`src/rtl/data_mod_pkg.sv`:
```
// Shared types and helpers for the data_mod_gear word-to-symbol repacker.
package data_mod_pkg;

  // Word fetch sequence: request issued in IDLE, source drives data during REQ, word captured in CAP.
  typedef enum logic [1:0] {
    IDLE = 2'd0,
    REQ  = 2'd1,
    CAP  = 2'd2
  } fetch_state_t;

  // Bits needed to count 0..buf_w valid buffer bits.
  function automatic int cnt_width(input int buf_w);
    return $clog2(buf_w + 1);
  endfunction

endpackage

```
`src/rtl/data_mod_sym_map.sv`:
```
// Combinational symbol mapper: plain binary, or Gray code when DATA_MOD_GRAY_EN is defined.
module data_mod_sym_map #(
  parameter int SYM_W = 5
) (
  input  logic [SYM_W-1:0] sym,
  output logic [SYM_W-1:0] mapped
);

  // Map the raw symbol onto the line code.
  always_comb begin
`ifdef DATA_MOD_GRAY_EN
    mapped = sym ^ (sym >> 1);
`else
    mapped = sym;
`endif
  end

endmodule

```
`src/rtl/data_mod_gear.sv`:
```
// Word-to-symbol gearbox: fetches DIN_W-bit words over rdy/rd, repacks them
// through a bit buffer and emits SYM_W-bit symbols on dmod/mod_en with
// backpressure (mod_rdy) and a zero-padding flush.
// Optional feature macro: DATA_MOD_GRAY_EN (Gray-coded dmod).
module data_mod_gear
  import data_mod_pkg::*;
#(
  parameter int DIN_W     = 8,
  parameter int SYM_W     = 5,
  parameter bit MSB_FIRST = 1'b1
) (
  input  logic             clk,
  input  logic             reset_n,
  input  logic             rdy,
  input  logic [DIN_W-1:0] data_in,
  output logic             rd,
  input  logic             mod_rdy,
  input  logic             flush,
  output logic             mod_en,
  output logic [SYM_W-1:0] dmod,
  output logic             busy
);

  localparam int BUF_W = DIN_W + SYM_W - 1;
  localparam int CNT_W = cnt_width(BUF_W);
  localparam logic [CNT_W-1:0] SYM_CNT = CNT_W'(SYM_W);
  localparam logic [CNT_W-1:0] DIN_CNT = CNT_W'(DIN_W);

  fetch_state_t     state, state_nxt;
  logic [CNT_W-1:0] cnt, cnt_nxt;
  logic [BUF_W-1:0] bit_buf, bit_buf_nxt;
  logic             flush_pend, flush_pend_nxt;
  logic             rd_nxt, mod_en_nxt, busy_nxt;
  logic [SYM_W-1:0] dmod_nxt, oldest_sym, mapped_sym;
  logic [BUF_W-1:0] word_ext, word_aligned, buf_shifted;

  // Bit ordering: where the oldest symbol sits and where a new word lands behind the valid bits.
  always_comb begin
    word_ext = BUF_W'(data_in);
    if (MSB_FIRST) begin
      oldest_sym   = bit_buf[BUF_W-1 -: SYM_W];
      buf_shifted  = bit_buf << SYM_W;
      word_aligned = (word_ext << (BUF_W - DIN_W)) >> cnt;
    end else begin
      oldest_sym   = bit_buf[SYM_W-1:0];
      buf_shifted  = bit_buf >> SYM_W;
      word_aligned = word_ext << cnt;
    end
  end

  data_mod_sym_map #(
    .SYM_W(SYM_W)
  ) u_sym_map (
    .sym   (oldest_sym),
    .mapped(mapped_sym)
  );

  // Next-state logic: emission, flush drain and the fetch FSM.
  always_comb begin
    state_nxt      = state;
    cnt_nxt        = cnt;
    bit_buf_nxt    = bit_buf;
    flush_pend_nxt = flush_pend | flush;
    rd_nxt         = 1'b0;
    mod_en_nxt     = 1'b0;
    dmod_nxt       = dmod;

    // Unused buffer bits are always zero, so the residual symbol comes out already zero-padded.
    if ((cnt >= SYM_CNT) && mod_rdy) begin
      mod_en_nxt  = 1'b1;
      dmod_nxt    = mapped_sym;
      cnt_nxt     = cnt - SYM_CNT;
      bit_buf_nxt = buf_shifted;
    end else if (flush_pend && (state == IDLE) && (cnt < SYM_CNT)) begin
      if (cnt == {CNT_W{1'b0}}) begin
        flush_pend_nxt = 1'b0;
      end else if (mod_rdy) begin
        mod_en_nxt     = 1'b1;
        dmod_nxt       = mapped_sym;
        cnt_nxt        = {CNT_W{1'b0}};
        bit_buf_nxt    = {BUF_W{1'b0}};
        flush_pend_nxt = 1'b0;
      end else begin
        flush_pend_nxt = 1'b1;
      end
    end else begin
      mod_en_nxt = 1'b0;
    end

    // Capture only happens with cnt<SYM_W, so it never collides with an emission above.
    case (state)
      IDLE: begin
        if (rdy && (cnt < SYM_CNT) && !flush_pend) begin
          state_nxt = REQ;
          rd_nxt    = 1'b1;
        end else begin
          state_nxt = IDLE;
        end
      end
      REQ: begin
        state_nxt = CAP;
      end
      CAP: begin
        state_nxt   = IDLE;
        cnt_nxt     = cnt + DIN_CNT;
        bit_buf_nxt = bit_buf | word_aligned;
      end
      default: begin
        state_nxt = IDLE;
      end
    endcase

    busy_nxt = (cnt_nxt != {CNT_W{1'b0}}) || (state_nxt != IDLE) || flush_pend_nxt;
  end

  // State and output registers; reset discards any word in flight.
  always_ff @(posedge clk or negedge reset_n) begin
    if (!reset_n) begin
      state      <= IDLE;
      cnt        <= {CNT_W{1'b0}};
      bit_buf    <= {BUF_W{1'b0}};
      flush_pend <= 1'b0;
      rd         <= 1'b0;
      mod_en     <= 1'b0;
      dmod       <= {SYM_W{1'b0}};
      busy       <= 1'b0;
    end else begin
      state      <= state_nxt;
      cnt        <= cnt_nxt;
      bit_buf    <= bit_buf_nxt;
      flush_pend <= flush_pend_nxt;
      rd         <= rd_nxt;
      mod_en     <= mod_en_nxt;
      dmod       <= dmod_nxt;
      busy       <= busy_nxt;
    end
  end

endmodule

```
`config.mk`:
```
export PLATFORM = sky130hd
export DESIGN_NAME = data_mod_gear
export DESIGN_NICKNAME = d
export VERILOG_FILES = /design/src/rtl/data_mod_pkg.sv /design/src/rtl/data_mod_sym_map.sv /design/src/rtl/data_mod_gear.sv
export SDC_FILE = /design/constraint.sdc
export NUM_CORES = 1
export LEC_CHECK = 0
export BUFFER_PORTS_ARGS = -buffer_cell sky130_fd_sc_hd__buf_2
export CAP_MARGIN = 10
export CORE_ASPECT_RATIO = 1.25
export CORE_UTILIZATION = 50
export CTS_BUF_LIST = sky130_fd_sc_hd__clkbuf_4
export DETAILED_ROUTE_END_ITERATION = 16
export PLACE_DENSITY = 0.71
export SYNTH_ARGS = -nofsm -noshare
export SYNTH_HDL_FRONTEND = slang
export SYNTH_HIERARCHICAL = 1
export SYNTH_SLANG_ARGS = --single-unit
```
`constraint.sdc`:
```
create_clock -name clk -period 3.5 [get_ports clk]
set_input_delay 0 -clock clk [delete_from_list [all_inputs] [get_ports clk]]
set_output_delay 0 -clock clk [all_outputs]
set_load 0.05 [all_outputs]
```
[After elaboration in Yosys (flattened, before gate mapping)]
Index checks and enable logic that the tools add are counted.
Word-level totals
  bits in registers: 27
  input bits: 13
  output and inout bits: 8
  logic and storage cells: 63
Operators by class
  add/sub/neg operators: 2
  $lt $le $gt $ge: 2
  eq/ne operators: 4
  shift operators: 1
  mux-type cells: 26
  bitwise logic cells: 2
  reductions and logical operators: 18
Operator list (number)
  12-bit 2-to-1 mux: 5
  4-bit 2-to-1 mux: 5
  5-bit 2-to-1 mux: 4
  12-bit OR: 1
  12-bit by 4-bit right shift with 12-bit output: 1
  1-bit 2-to-1 mux: 11
  3-bit AND reduction: 2
  2-bit nonzero test: 3
  3-bit nonzero test: 2
  1-bit logical AND: 5
  4-bit adder, second input constant: 1
  4-bit by 3-bit greater-or-equal comparator with 1-bit output, second input constant: 1
  4-bit zero test: 1
  4-bit by 3-bit less-than comparator with 1-bit output, second input constant: 1
  2-bit case mux with 2 select lines: 1
  4-bit nonzero test: 1
  4-bit by 3-bit subtractor with 4-bit output, second input constant: 1
  3-bit by 2-bit inequality test with 1-bit output, second input constant: 1
  2-bit by 1-bit equality test with 1-bit output, second input constant: 1
  2-bit equality test, second input constant: 1
  2-bit zero test: 1
  1-bit logical OR: 2
  2-bit inequality test, second input constant: 1
  1-bit zero test: 1
  1-bit OR: 1

[Logic depth before layout (Yosys ltp)]
  depth in word-level cells: 9
  gate-level depth with buffers: 9
  depth with buffers taken out: 7

[Cells and area by module]
Netlist, hierarchy kept.
By module, submodules not included
  data_mod_gear: times used 1, cells an instance 145, area an instance 1559.0 sq um
  data_mod_sym_map: times used 1, cells an instance 5, area an instance 37.5 sq um

[Worst setup path after synthesis]
No wires, ideal clock.
  kind: register -> register
  start point: reg cnt[0]
  end point: reg busy
  library setup time: 0.139 ns
  data arrival time: 2.280 ns
  path slack: 1.081 ns
  stages on the path, launching flop included: 9
  buffers on the path: 1
  period minus slack after synthesis: 2.419 ns
  cell sequence: dfrtp_1 > buf_2 > inv_1 > ha_1 > nand2b_4 > and4b_4 > or3_1 > a211o_1 > or4_1
On the way
  longest elaborated chain between the ends: 8
  elaborated cells between the ends (all ways): 23
RTL lines
  start, declared: line data_mod_gear.sv:30  | logic [CNT_W-1:0] cnt, cnt_nxt;
  start signal, assigned: line data_mod_gear.sv:120  | cnt <= {CNT_W{1'b0}};
  start signal, assigned: line data_mod_gear.sv:129  | cnt <= cnt_nxt;
  4-bit by 3-bit less-than comparator with 1-bit output (tied with other cells): line data_mod_gear.sv:74, data_mod_gear.sv:93
  1-bit logical AND (tied with other cells): line data_mod_gear.sv:74  | end else if (flush_pend && (state == IDLE) && (cnt < SYM_CNT)) begin
  4-bit 2-to-1 mux or 1-bit logical AND (tied branches): line data_mod_gear.sv:74, data_mod_gear.sv:93
  4-bit 2-to-1 mux or 1-bit 2-to-1 mux (tied branches): line data_mod_gear.sv:69, data_mod_gear.sv:93
  4-bit 2-to-1 mux or 2-bit case mux with 2 select lines (tied branches): line data_mod_gear.sv:91  | case (state)
  4-bit nonzero test or 2-bit nonzero test (tied branches): line data_mod_gear.sv:113  | busy_nxt = (cnt_nxt != {CNT_W{1'b0}}) || (state_nxt != IDLE) || flush_pend_nxt;
  1-bit logical OR: line data_mod_gear.sv:113
  1-bit logical OR *: line data_mod_gear.sv:113
  net busy_nxt: line data_mod_gear.sv:33  | logic rd_nxt, mod_en_nxt, busy_nxt;
  end signal, assigned: line data_mod_gear.sv:135  | busy <= busy_nxt;
  end, declared: line data_mod_gear.sv:21  | output logic busy
The timed path passes the listed nets; every way through them passes the cells marked *.
A chain may end at the register's enable or synchronous reset.

[Worst setup path in the final report]
  start point: reg cnt[1]
  end point: reg busy
The elaborated chain is that of the path after synthesis.

==> results.toml <==
[yosys]
yosysTopAreaCell = "dfrtp_1"
synth_area_mm2 = 0.00160
yosysUniqueCellTypes = 51
synth_nets = 165
syn_avg_cell_area_um2 = 10.6
ys_seq_elements = 27
yosys_warnings = 6
synth_edf_count = 0
synthTopCellsByArea = "dfrtp_1 42%, mux2_2 7.1%, mux2i_1 4.4%"
synth-seq-area-share_pct = 42.3
synth_top_cell_area_share_pct = 42.3
synthArstFlopShare_pct = 100
synthCells = 150
ys.flop_type = "dfrtp_1"

[power_and_ir_drop]
p_int_uw = 850
p_leak_uw = 0.000800
power.density_mw_per_mm2 = 919
swShare_pct = 46.0
p_total_uw = 1570
ir_drop_mv = 0.631
p_clk_share_pct = 8.6
p_sw_uw = 725
combinationalPowerShare_pct = 54.4
p_seq_share_pct = 37.0

[routing]
vias = 1230
antenna_left = 0
dr.pass1.iters = 4
first_iter_violations = 47
viasPerCell = 6.15
wl_per_cell_um = 16.7
drt_wl_total_um = 3340
remaining_drc_errors = 0

[clock_network]
clkLatencyLatePin_ps = 320
cts_sinks = 27
clk_pin_slew_ps = 150
cts_tree = "done"
cts_max_path_buffers = 2
numCtsBuffers = 3
clockRootBuffer = "clkbuf_4"
htreeDepth = 1

[timing]
post-route-period-util_pct = 82.5
tightest_slew_ps = 708
tns_ps = 0
finalSetupViolCount = 0
fmax_mhz = 346
slew_viol_final = 0
fin_crit_ps = 2890
rsz0062_at_grt = "false"
hold_viol_final = 0
finalHoldWorstSlack_ps = 65.2
relSlewSlack_pct = 52.8
skew_ps = 2.14

[floorplan]
die_w_um = 52.5
die_area_mm2 = 0.00342
rows = 22
die_h_um = 65.2
core_mm2 = 0.00300
start_util_pct = 53.2
boundaryPins = 21

[worst_setup_path]
startpoint = "cnt[1]"
max_stage_delay_ps = 620
cp-end-kind = "flop"
cp.required_ps = 3710
cp-start-kind = "flop"
r2r-start = "cnt[1]"
worst-setup-path-type = "reg -> reg"
cp_max_fo = 15
critical_path.cell_chain = "clkinv_1 -> ha_1 -> nand2b_4 -> and4b_4 -> or3_1 -> a211o_1 -> or4_1"
crit_slowest_cell = "dfrtp_1"
worstPathArrival_ps = 3090

[outcome]
status = "completed"

[worst_hold_path]
hold_class = "in -> reg"
hp-start = "mod_rdy"

[layout]
layout.nets = 180
final_cells = 200
diodes = 0
filler_cell_count = 253
drive_above_1_share_pct = 25.0
postLayoutCoreUtil_pct = 57.1
synthToLayoutAreaGrowth_pct = 7.29

[grt]
grt_pass1_wl_um = 5620
grt_pass1_vias = 1191
grtUsageTotal_pct = 22.2
overflow = 0
antenna_found_initial = 0
grt_start_max_net_pins = 28

[placed_design]
place_congestion = 0.871
dp.cells = 193
dp_hpwl_um = 2470
buffer_ports.inserted = 20

[flow_run]
cap_violations = 0
[per-stage QoR]
stage | area [um2] | setup slack (ps)
detailed placement | 1650 | 654
floorplan | 1600 | 1080
finish | 1710 | 614
global route | 1710 | 427
CTS | 1710 | 628
global placement | 1650 | 766
[Yosys cell counts (3+ instances only)]
cell      instances
dfrtp_1          27
nor2_1           12
mux2_2           10
nand2_1          10
a21oi_1           8
buf_4             8
mux2i_1           7
a221o_1           6
a21o_1            3
a22o_1            3
nand2b_1          3
nand3b_1          3
[final timing paths]
check                      slack, ps  depth (start not counted)         end
setup / recovery                 610                          7        busy
hold / removal                    70                          2      mod_en
setup reg to reg                 610                          7        busy
hold reg to reg                  500                          1  bit_buf[8]
max in group asynchronous       2920                          2  bit_buf[0]
min in group asynchronous        200                          2      mod_en
[cell type report]
class	count	area (um2)	share of cell area [%]
Multi-Input combinational cell	107	821	47.9
Sequential cell	27	676	39.4
Timing Repair Buffer	23	130	7.60
Tap cell	36	45.0	2.63
Clock buffer	3	22.5	1.31
Inverter	3	11.3	0.657
Clock inverter	1	7.51	0.438
[placed cells by master, fill, tap and decap left out, drive strengths merged, types with 2 or more instances in the layout]
| cell type | instances |
|---|---|
| buf | 20 |
| and4b | 2 |
| dlygate4sd3 | 3 |
| a21oi | 8 |
| ha | 2 |
| a211o | 2 |
| a22o | 3 |
| nor2 | 12 |
| nand2b | 4 |
| o21ai | 2 |
| a221o | 6 |
| or3 | 2 |
| mux2 | 10 |
| clkbuf | 3 |
| o2bb2ai | 2 |
| nor3 | 3 |
| nand3b | 3 |
| a21o | 3 |
| a21boi | 3 |
| dfrtp | 27 |
| nand2 | 11 |
| mux2i | 7 |
| nor3b | 2 |
| inv | 2 |
[metal layers]
metal | global-route usage (%) | routed length (um)
met1 | 30.3 | 1530
met2 | 36.2 | 1610
met3 | 3.01 | 156
met4 | 6.58 | 48
met5 | 0 | 0
[power groups by stage]
| stage | Sequential, uW | Clock [uW] | Combinational, uW |
|---|---|---|---|
| floorplan | 639 | 0 | 666 |
| global placement | 579 | 0 | 831 |
| detailed placement | 590 | 0 | 848 |
| CTS | 582 | 141 | 853 |
| global route | 605 | 159 | 929 |
| finish | 583 | 135 | 856 |
[critical path: cells and delay by family, from the launching register on]
kind,cells,cell delay [ps]
AO/OA/AOI/OAI,1,260
flip-flops,1,620
AND/OR/NAND/NOR,4,1200
adder cells (fa/ha/maj),1,330
buffers and inverters,1,360
[state kept, by name (all words and copies together), names as in the netlist]
register,cells
bit_buf,12
dmod,5
cnt,4
state,2
busy,1
flush_pend,1
mod_en,1
rd,1
[timing repair]
action | CTS | global route
setup buffers | 0 | 0
hold buffers | 3 | 0
gates resized for setup | 0 | 0
hold endpoints to repair | 30 | 0
[cell families after synthesis]
logic type | Yosys count | share of synthesized area, %
and+or+nand+nor | 48 | 17.6
AOI/OAI and AO/OA | 38 | 18.9
DFF | 27 | 42.3
muxes | 18 | 12.9
buffers and inverters | 16 | 6.27
adders and majority gates | 2 | 1.57
xor gates and xnor gates | 1 | 0.549
No activity file was read; power rests on OpenSTA's default activity.
